$ cat src/rtl/load_store_unit_if.sv
// Bus bundle between the core, the load/store unit and the byte RAM port.
//
// Handshake rules: a request transfers on a rising edge where req_valid and
// req_ready are both 1; a response transfers on a rising edge where rsp_valid
// and rsp_ready are both 1. rsp_valid, once raised, stays high with
// rsp_rdata/rsp_error unchanged until that transfer.
//
// Modports:
//   slave  - the load/store unit (accepts requests, drives responses and RAM port)
//   master - the surrounding core/RAM (drives requests, accepts responses,
//            returns read data)
interface load_store_unit_if;
  logic        req_valid;
  logic        req_ready;
  logic        req_we;
  logic [2:0]  req_funct3;
  logic [31:0] req_addr;
  logic [31:0] req_wdata;
  logic        rsp_valid;
  logic        rsp_ready;
  logic [31:0] rsp_rdata;
  logic        rsp_error;
  logic [31:0] mem_wr_addr;
  logic        mem_wr_en;
  logic [31:0] mem_wr_data;
  logic [1:0]  mem_by_wlen;
  logic [31:0] mem_rd_addr;
  logic        mem_rd_en;
  logic [1:0]  mem_by_rlen;
  logic [31:0] mem_rd_data;

  modport slave (
    input  req_valid, req_we, req_funct3, req_addr, req_wdata, rsp_ready, mem_rd_data,
    output req_ready, rsp_valid, rsp_rdata, rsp_error,
           mem_wr_addr, mem_wr_en, mem_wr_data, mem_by_wlen,
           mem_rd_addr, mem_rd_en, mem_by_rlen
  );

  modport master (
    output req_valid, req_we, req_funct3, req_addr, req_wdata, rsp_ready, mem_rd_data,
    input  req_ready, rsp_valid, rsp_rdata, rsp_error,
           mem_wr_addr, mem_wr_en, mem_wr_data, mem_by_wlen,
           mem_rd_addr, mem_rd_en, mem_by_rlen
  );
endinterface

$ cat src/rtl/load_store_unit.sv
// load_store_unit: converts RV32I load/store requests into single byte-lane
// RAM accesses, with range/funct3 checking and load sign/zero extension.
//
// Ports:
//   clk        - clock, all state on posedge
//   reset      - synchronous, active-high
//   bus        - load_store_unit_if.slave: request, response and RAM port
//   dbg_state  - current FSM state (0 IDLE, 1 ACCESS, 2 RESP)
//
// Parameters: START_ADDRESS / STOP_ADDRESS bound the legal byte range (inclusive).
// Build option: define MISALIGN_TRAP_EN to report misaligned halfword/word
// accesses as errors instead of issuing them to the byte-addressed RAM.
//
// Flow: IDLE -> ACCESS -> RESP -> IDLE, one request in flight.
module load_store_unit #(
  parameter logic [31:0] START_ADDRESS = 32'd0,
  parameter logic [31:0] STOP_ADDRESS  = 32'd1023
) (
  input  logic                  clk,
  input  logic                  reset,
  load_store_unit_if.slave      bus,
  output logic [1:0]            dbg_state
);

  typedef enum logic [1:0] {
    IDLE   = 2'd0,
    ACCESS = 2'd1,
    RESP   = 2'd2
  } state_t;

  state_t      state;
  logic        op_we;
  logic [2:0]  op_f3;
  logic [31:0] op_addr;
  logic [31:0] op_wdata;
  logic [1:0]  op_len;     // bytes-1
  logic        op_err;
  logic [31:0] rdata_q;
  logic        err_q;

  // Request decode, evaluated on the incoming request in IDLE
  logic [1:0]  req_len;
  logic        f3_err;
  logic        lo_err;
  logic        hi_err;
  logic        mis_err;
  logic        req_err;
  logic [32:0] lo_diff;
  logic [32:0] last_addr;

  always_comb begin
    case (bus.req_funct3[1:0])
      2'b00:   req_len = 2'b00;
      2'b01:   req_len = 2'b01;
      default: req_len = 2'b11;
    endcase
    if (bus.req_we)
      f3_err = bus.req_funct3[2] || (bus.req_funct3[1:0] == 2'b11);
    else
      f3_err = (bus.req_funct3 == 3'b011) || (bus.req_funct3 == 3'b110) ||
               (bus.req_funct3 == 3'b111);
    // Borrow out of the 33-bit difference means addr < START_ADDRESS
    lo_diff   = {1'b0, bus.req_addr} - {1'b0, START_ADDRESS};
    lo_err    = lo_diff[32];
    // 33-bit sum so an access straddling 0xFFFFFFFF cannot wrap back into range
    last_addr = {1'b0, bus.req_addr} + {31'd0, req_len};
    hi_err    = last_addr > {1'b0, STOP_ADDRESS};
    mis_err   = 1'b0;
`ifdef MISALIGN_TRAP_EN
    mis_err   = ((req_len == 2'b01) && bus.req_addr[0]) ||
                ((req_len == 2'b11) && (bus.req_addr[1:0] != 2'b00));
`endif
    req_err   = f3_err || lo_err || hi_err || mis_err;
  end

  // Load extension from the latched funct3
  logic [31:0] ext_data;
  always_comb begin
    case (op_f3)
      3'b000:  ext_data = {{24{bus.mem_rd_data[7]}}, bus.mem_rd_data[7:0]};
      3'b001:  ext_data = {{16{bus.mem_rd_data[15]}}, bus.mem_rd_data[15:0]};
      3'b100:  ext_data = {24'd0, bus.mem_rd_data[7:0]};
      3'b101:  ext_data = {16'd0, bus.mem_rd_data[15:0]};
      default: ext_data = bus.mem_rd_data;
    endcase
  end

  // RAM port: live only in ACCESS for a legal op; reset gates it
  // combinationally so a store interrupted by reset never commits.
  logic go;
  logic [31:0] wdata_masked;
  always_comb begin
    go = (state == ACCESS) && !op_err && !reset;
    case (op_len)
      2'b00:   wdata_masked = {24'd0, op_wdata[7:0]};
      2'b01:   wdata_masked = {16'd0, op_wdata[15:0]};
      default: wdata_masked = op_wdata;
    endcase
    bus.mem_wr_en   = go && op_we;
    bus.mem_wr_addr = (go && op_we) ? op_addr : 32'd0;
    bus.mem_wr_data = (go && op_we) ? wdata_masked : 32'd0;
    bus.mem_by_wlen = (go && op_we) ? op_len : 2'b00;
    bus.mem_rd_en   = go && !op_we;
    bus.mem_rd_addr = (go && !op_we) ? op_addr : 32'd0;
    bus.mem_by_rlen = (go && !op_we) ? op_len : 2'b00;
  end

  always_ff @(posedge clk) begin
    if (reset) begin
      state    <= IDLE;
      op_we    <= 1'b0;
      op_f3    <= 3'd0;
      op_addr  <= 32'd0;
      op_wdata <= 32'd0;
      op_len   <= 2'b00;
      op_err   <= 1'b0;
      rdata_q  <= 32'd0;
      err_q    <= 1'b0;
    end else begin
      case (state)
        IDLE: begin
          if (bus.req_valid) begin
            op_we    <= bus.req_we;
            op_f3    <= bus.req_funct3;
            op_addr  <= bus.req_addr;
            op_wdata <= bus.req_wdata;
            op_len   <= req_len;
            op_err   <= req_err;
            state    <= ACCESS;
          end
        end
        ACCESS: begin
          err_q   <= op_err;
          rdata_q <= (!op_err && !op_we) ? ext_data : 32'd0;
          state   <= RESP;
        end
        RESP: begin
          if (bus.rsp_ready) state <= IDLE;
        end
        default: state <= IDLE;
      endcase
    end
  end

  assign bus.req_ready = (state == IDLE);
  assign bus.rsp_valid = (state == RESP);
  assign bus.rsp_rdata = rdata_q;
  assign bus.rsp_error = err_q;
  assign dbg_state     = state;

endmodule

$ cat src/flat_wrapper.sv
// flat-port wrapper written by rule: the top's interface ports become plain ports
module load_store_unit_flat 
#(
  parameter logic [31:0] START_ADDRESS = 32'd0,
  parameter logic [31:0] STOP_ADDRESS  = 32'd1023
)
  (clk, reset, dbg_state, bus_req_valid, bus_req_we, bus_req_funct3, bus_req_addr, bus_req_wdata, bus_rsp_ready, bus_mem_rd_data, bus_req_ready, bus_rsp_valid, bus_rsp_rdata, bus_rsp_error, bus_mem_wr_addr, bus_mem_wr_en, bus_mem_wr_data, bus_mem_by_wlen, bus_mem_rd_addr, bus_mem_rd_en, bus_mem_by_rlen);
  load_store_unit_if bus_i ();
  input  logic clk;
  input  logic reset;
  output logic [1:0] dbg_state;
  input wire logic [$bits(bus_i.req_valid)-1:0] bus_req_valid;
  input wire logic [$bits(bus_i.req_we)-1:0] bus_req_we;
  input wire logic [$bits(bus_i.req_funct3)-1:0] bus_req_funct3;
  input wire logic [$bits(bus_i.req_addr)-1:0] bus_req_addr;
  input wire logic [$bits(bus_i.req_wdata)-1:0] bus_req_wdata;
  input wire logic [$bits(bus_i.rsp_ready)-1:0] bus_rsp_ready;
  input wire logic [$bits(bus_i.mem_rd_data)-1:0] bus_mem_rd_data;
  output wire logic [$bits(bus_i.req_ready)-1:0] bus_req_ready;
  output wire logic [$bits(bus_i.rsp_valid)-1:0] bus_rsp_valid;
  output wire logic [$bits(bus_i.rsp_rdata)-1:0] bus_rsp_rdata;
  output wire logic [$bits(bus_i.rsp_error)-1:0] bus_rsp_error;
  output wire logic [$bits(bus_i.mem_wr_addr)-1:0] bus_mem_wr_addr;
  output wire logic [$bits(bus_i.mem_wr_en)-1:0] bus_mem_wr_en;
  output wire logic [$bits(bus_i.mem_wr_data)-1:0] bus_mem_wr_data;
  output wire logic [$bits(bus_i.mem_by_wlen)-1:0] bus_mem_by_wlen;
  output wire logic [$bits(bus_i.mem_rd_addr)-1:0] bus_mem_rd_addr;
  output wire logic [$bits(bus_i.mem_rd_en)-1:0] bus_mem_rd_en;
  output wire logic [$bits(bus_i.mem_by_rlen)-1:0] bus_mem_by_rlen;
  assign bus_i.req_valid = bus_req_valid;
  assign bus_i.req_we = bus_req_we;
  assign bus_i.req_funct3 = bus_req_funct3;
  assign bus_i.req_addr = bus_req_addr;
  assign bus_i.req_wdata = bus_req_wdata;
  assign bus_i.rsp_ready = bus_rsp_ready;
  assign bus_i.mem_rd_data = bus_mem_rd_data;
  assign bus_req_ready = bus_i.req_ready;
  assign bus_rsp_valid = bus_i.rsp_valid;
  assign bus_rsp_rdata = bus_i.rsp_rdata;
  assign bus_rsp_error = bus_i.rsp_error;
  assign bus_mem_wr_addr = bus_i.mem_wr_addr;
  assign bus_mem_wr_en = bus_i.mem_wr_en;
  assign bus_mem_wr_data = bus_i.mem_wr_data;
  assign bus_mem_by_wlen = bus_i.mem_by_wlen;
  assign bus_mem_rd_addr = bus_i.mem_rd_addr;
  assign bus_mem_rd_en = bus_i.mem_rd_en;
  assign bus_mem_by_rlen = bus_i.mem_by_rlen;
  load_store_unit #(.START_ADDRESS(START_ADDRESS), .STOP_ADDRESS(STOP_ADDRESS)) u_core (.clk(clk), .reset(reset), .bus(bus_i), .dbg_state(dbg_state));
endmodule
$ cat config.mk
export PLATFORM = sky130hd
export DESIGN_NAME = load_store_unit_flat
export DESIGN_NICKNAME = d
export VERILOG_FILES = /design/src/rtl/load_store_unit_if.sv /design/src/rtl/load_store_unit.sv /design/src/flat_wrapper.sv
export SDC_FILE = /design/constraint.sdc
export NUM_CORES = 1
export LEC_CHECK = 0
export CORE_MARGIN = 3
export CORE_UTILIZATION = 35
export DETAILED_ROUTE_END_ITERATION = 6
export GPL_TIMING_DRIVEN = 1
export PLACE_DENSITY = 0.7
export RECOVER_POWER = 50
export SYNTH_ARGS = -nofsm -noshare
export SYNTH_HDL_FRONTEND = slang
export SYNTH_SLANG_ARGS = --single-unit
$ cat constraint.sdc
create_clock -name clk -period 3.2 [get_ports clk]
set_clock_uncertainty 0.15 [all_clocks]
set_input_delay 0.64 -clock clk [delete_from_list [all_inputs] [get_ports clk]]
set_output_delay 0.64 -clock clk [all_outputs]
set_load 0.005 [all_outputs]
==> results of run 1 <==
[layout by cell type (no fill, tap or decap), types with 10 or more instances in the layout]
cell / Yosys / final
dfxtp_1: 106 / 106
nand2_1: 167 / 166
buf_4: 0 / 17
nor2_1: 10 / 10
and3_1: 18 / 18
a22o_1: 16 / 16
clkdlybuf4s50_1: 0 / 206
a21oi_1: 92 / 92
o21ai_0: 27 / 28
and2_1: 85 / 85
dlygate4sd3_1: 0 / 35
[area by class of cell]
cell class	count	share of cell area, %
flip-flops and latches	106	26.20
well taps	180	2.780
clock inverters	6	0.9268
clock buffers	10	2.827
inverters	7	0.3244
repair buffers	268	32.48
multi-input cells	502	34.46
[layer usage]
metal  wire length [um]  track usage, %  vias up
li1                   -               -     2702
met4                378           7.003        2
met2               7881           34.12      186
met1               7304           25.10     2498
met5                 15               0        -
met3               1159           5.979       25
[cells by family (layout without fill, tap and decap cells)]
| logic type | Yosys count | count (layout) | share of synthesized area, % |
|---|---|---|---|
| and+or+nand+nor | 333 | 333 | 33.30 |
| DFF | 106 | 106 | 41.50 |
| buffers and inverters | 55 | 291 | 4.429 |
| xor gates and xnor gates | 6 | 6 | 1.028 |
| adders and majority gates | 3 | 3 | 0.8808 |
| AOI/OAI and AO/OA | 154 | 154 | 17.69 |
| muxes | 6 | 6 | 1.175 |
[worst register-to-register path: stages (launching register included)]
cell	delay (ps)
dfxtp_1	530
inv_1	320
o21ai_0	180
nor4b_1	260
clkbuf_1	500
o21ai_0	200
a21oi_1	180
[power by group]
group          switching (mW)  leakage [nW]  internal [mW]  total, mW
logic                   0.234          2.15          0.246      0.481
clock network           0.528         0.145          0.618       1.15
registers              0.0481         0.868           1.40       1.45
[sequential cells by signal (all words and copies together), names as in the netlist]
signal / flops
u_core.op_len: 2
u_core.bus.rsp_error: 1
u_core.op_we: 1
u_core.dbg_state: 2
u_core.op_addr: 32
u_core.op_err: 1
u_core.bus.rsp_rdata: 32
u_core.op_wdata: 32
u_core.op_f3: 3
[worst max path at each step]
stage	startpoint	endpoint
after floorplan	bus_req_funct3[0]	u_core.op_err
after global placement	bus_req_funct3[0]	u_core.op_err
after detailed placement	bus_req_funct3[0]	u_core.op_err
after CTS	u_core.dbg_state[1]	bus_mem_wr_data[31]
after global routing	u_core.dbg_state[0]	bus_mem_wr_data[29]
final	u_core.dbg_state[0]	bus_mem_wr_data[6]
[metrics by stage]
stage          total power, mW  cells  util [%]
3_3_place_gp             1.961   1061     55.24
4_1_cts                  3.134   1077     57.40
2_1_floorplan            1.684    663         -
6_report                 3.071   1079     57.46
3_5_place_dp             1.969   1061     55.24
5_1_grt                  3.220   1079     57.46
[timing repair]
item,in CTS,in global routing
cloned,0,1
gates resized for setup,1,7
pin swaps,0,1
endpoints found under the setup margin,1,87
buffers inserted,0,1
==> out/qor.yml, run 1 <==
ir_drop_mv: 0.2885
leakagePower_nw: 3.162
hpwlAfterDp_um: 12150
synth_warnings: 0
syn_area_per_cell_um2: 7.713
dieArea_um2: 16100
place.gp.congestion: 0.8762
hold_end: "u_core.bus.rsp_rdata[27]"
htree_num_levels: 3
power.density_nw_per_um2: 379.2
std_cell_rows: 43
initialDrtViolationCount: 310
outcome: "finished, final reports clean"
worst_setup_hold_path_clk_slew_ps: 80
final_hold_viol_count: 0
place_worst_setup_slack_ps: -180.6
seq_area_frac_synth_pct: 41.50
max_cap_violations: 0
grt_setup_unrepaired: "no"
cp_data_required_time_ps: 2410
syn-cell-area_um2: 5114
tritoncts_num_sinks: 106
critPathArrivalTime_ps: 2230
timing.hold.worst_path_depth: 2
worstSkewPairLatency_ps: 350
die_w_um: 126.9
synth_top_flop_cell: "dfxtp_1"
detail_route.wl_per_cell_um: 15.52
worst-path-stages: 6
critical_path.startpoint_type: "flip-flop"
hold_path.startpoint: "u_core.bus.rsp_rdata[27]"
nets: 1001
layout.area.seq_um2: 2122
num-fill-cells: 1341
die_y_um: 126.9
worst_slew_pin_slew_ps: 1218
synth.most_common_cell: "nand2_1"
grt_pass1_vias: 5248
whs_ps: 298.2
cts_tree: "done"
synthTopCellsByArea: "dfxtp_1 41%, nand2_1 12%, and2_1 10%"
drc_errors: 0
timing.critical_path.to_type: "primary output"
yosys.area.top_type_share_pct: 41.50
dominant_cell_type_by_area_after_synthesis: "dfxtp_1"
multiInputGateArea_um2: 2791
async_reset_ff_share_pct: 0
worstReg2RegEnd: "u_core.bus.rsp_rdata[19]"
grt.total_usage_pct: 20.41
finish.instance_area_um2: 8100
first_pass_iters: 5
root_buffer: "clkbuf_16"
synth_enable_flop_cells: 0
yosys-top-cells-count: "167 x nand2_1, 106 x dfxtp_1, 92 x a21oi_1, 85 x and2_1, 43 x clkbuf_1"
critPathKind: "reg -> out"
viasPerCell: 5.017
ant_nets: 0
crit_chain: "nand2b_4 > nor4b_4 > buf_4 > clkbuf_4 > and2_1 > clkdlybuf4s50_1"
reg2regPathDepth: 6
finalSetupTns_ps: 0
crit_slowest_cell: "clkdlybuf4s50_1"
cts_buffer_depth: 2
grt_antenna_before_repair: 2
grt_first_pass_wirelength_um: 26770
cts_inserted_buffers: 9
postPlaceCellArea_um2: 7786
critical_path.max_fanout: 12
critical_path.max_stage_delay_ps: 510
worst_reg2reg_startpoint: "u_core.op_f3[1]"
critPathTopFamily: "buffers and inverters"
final_critical_period_ps: 3018
dr_total_vias: 5413
setup_slack_ps: 181.9
drive_gt1_share_pct: 6.674
drv_slew: 0
crit_buf_inv: 3
grt_remaining_overflow: 0
number_of_antenna_diodes: 0
slew_headroom_pct: 18.64
reg2reg_setup_slack_ps: 790
cts_hold_buffers: 0
max_freq_mhz: 331.3
syn-num-nets: 770
coreArea_um2: 14100
finalWirelength_um: 16740
setup_viol: 0
layout-area-overhead-vs-synth_pct: 58.40
port_buffers: 242
layout_worst_path_cycle_share_pct: 94.32
post_synth_num_cell_types: 54
netlist_instances: 663
grt_max_degree: 58
initial_utilization_pct: 36.28
class_of_the_most_critical_hold_timing_path: "reg -> reg"
floorplan.io_pins: 243
yosys_register_bits: 106
Note: power is estimated with default switching activity, not from simulation.
==> inputs of run 2 (changes only) <==
SKIP_LAST_GASP = 1   (was unset)
==> results of run 2 <==
Same layout as run 1: the final DEF is identical, and so are final timing and power.
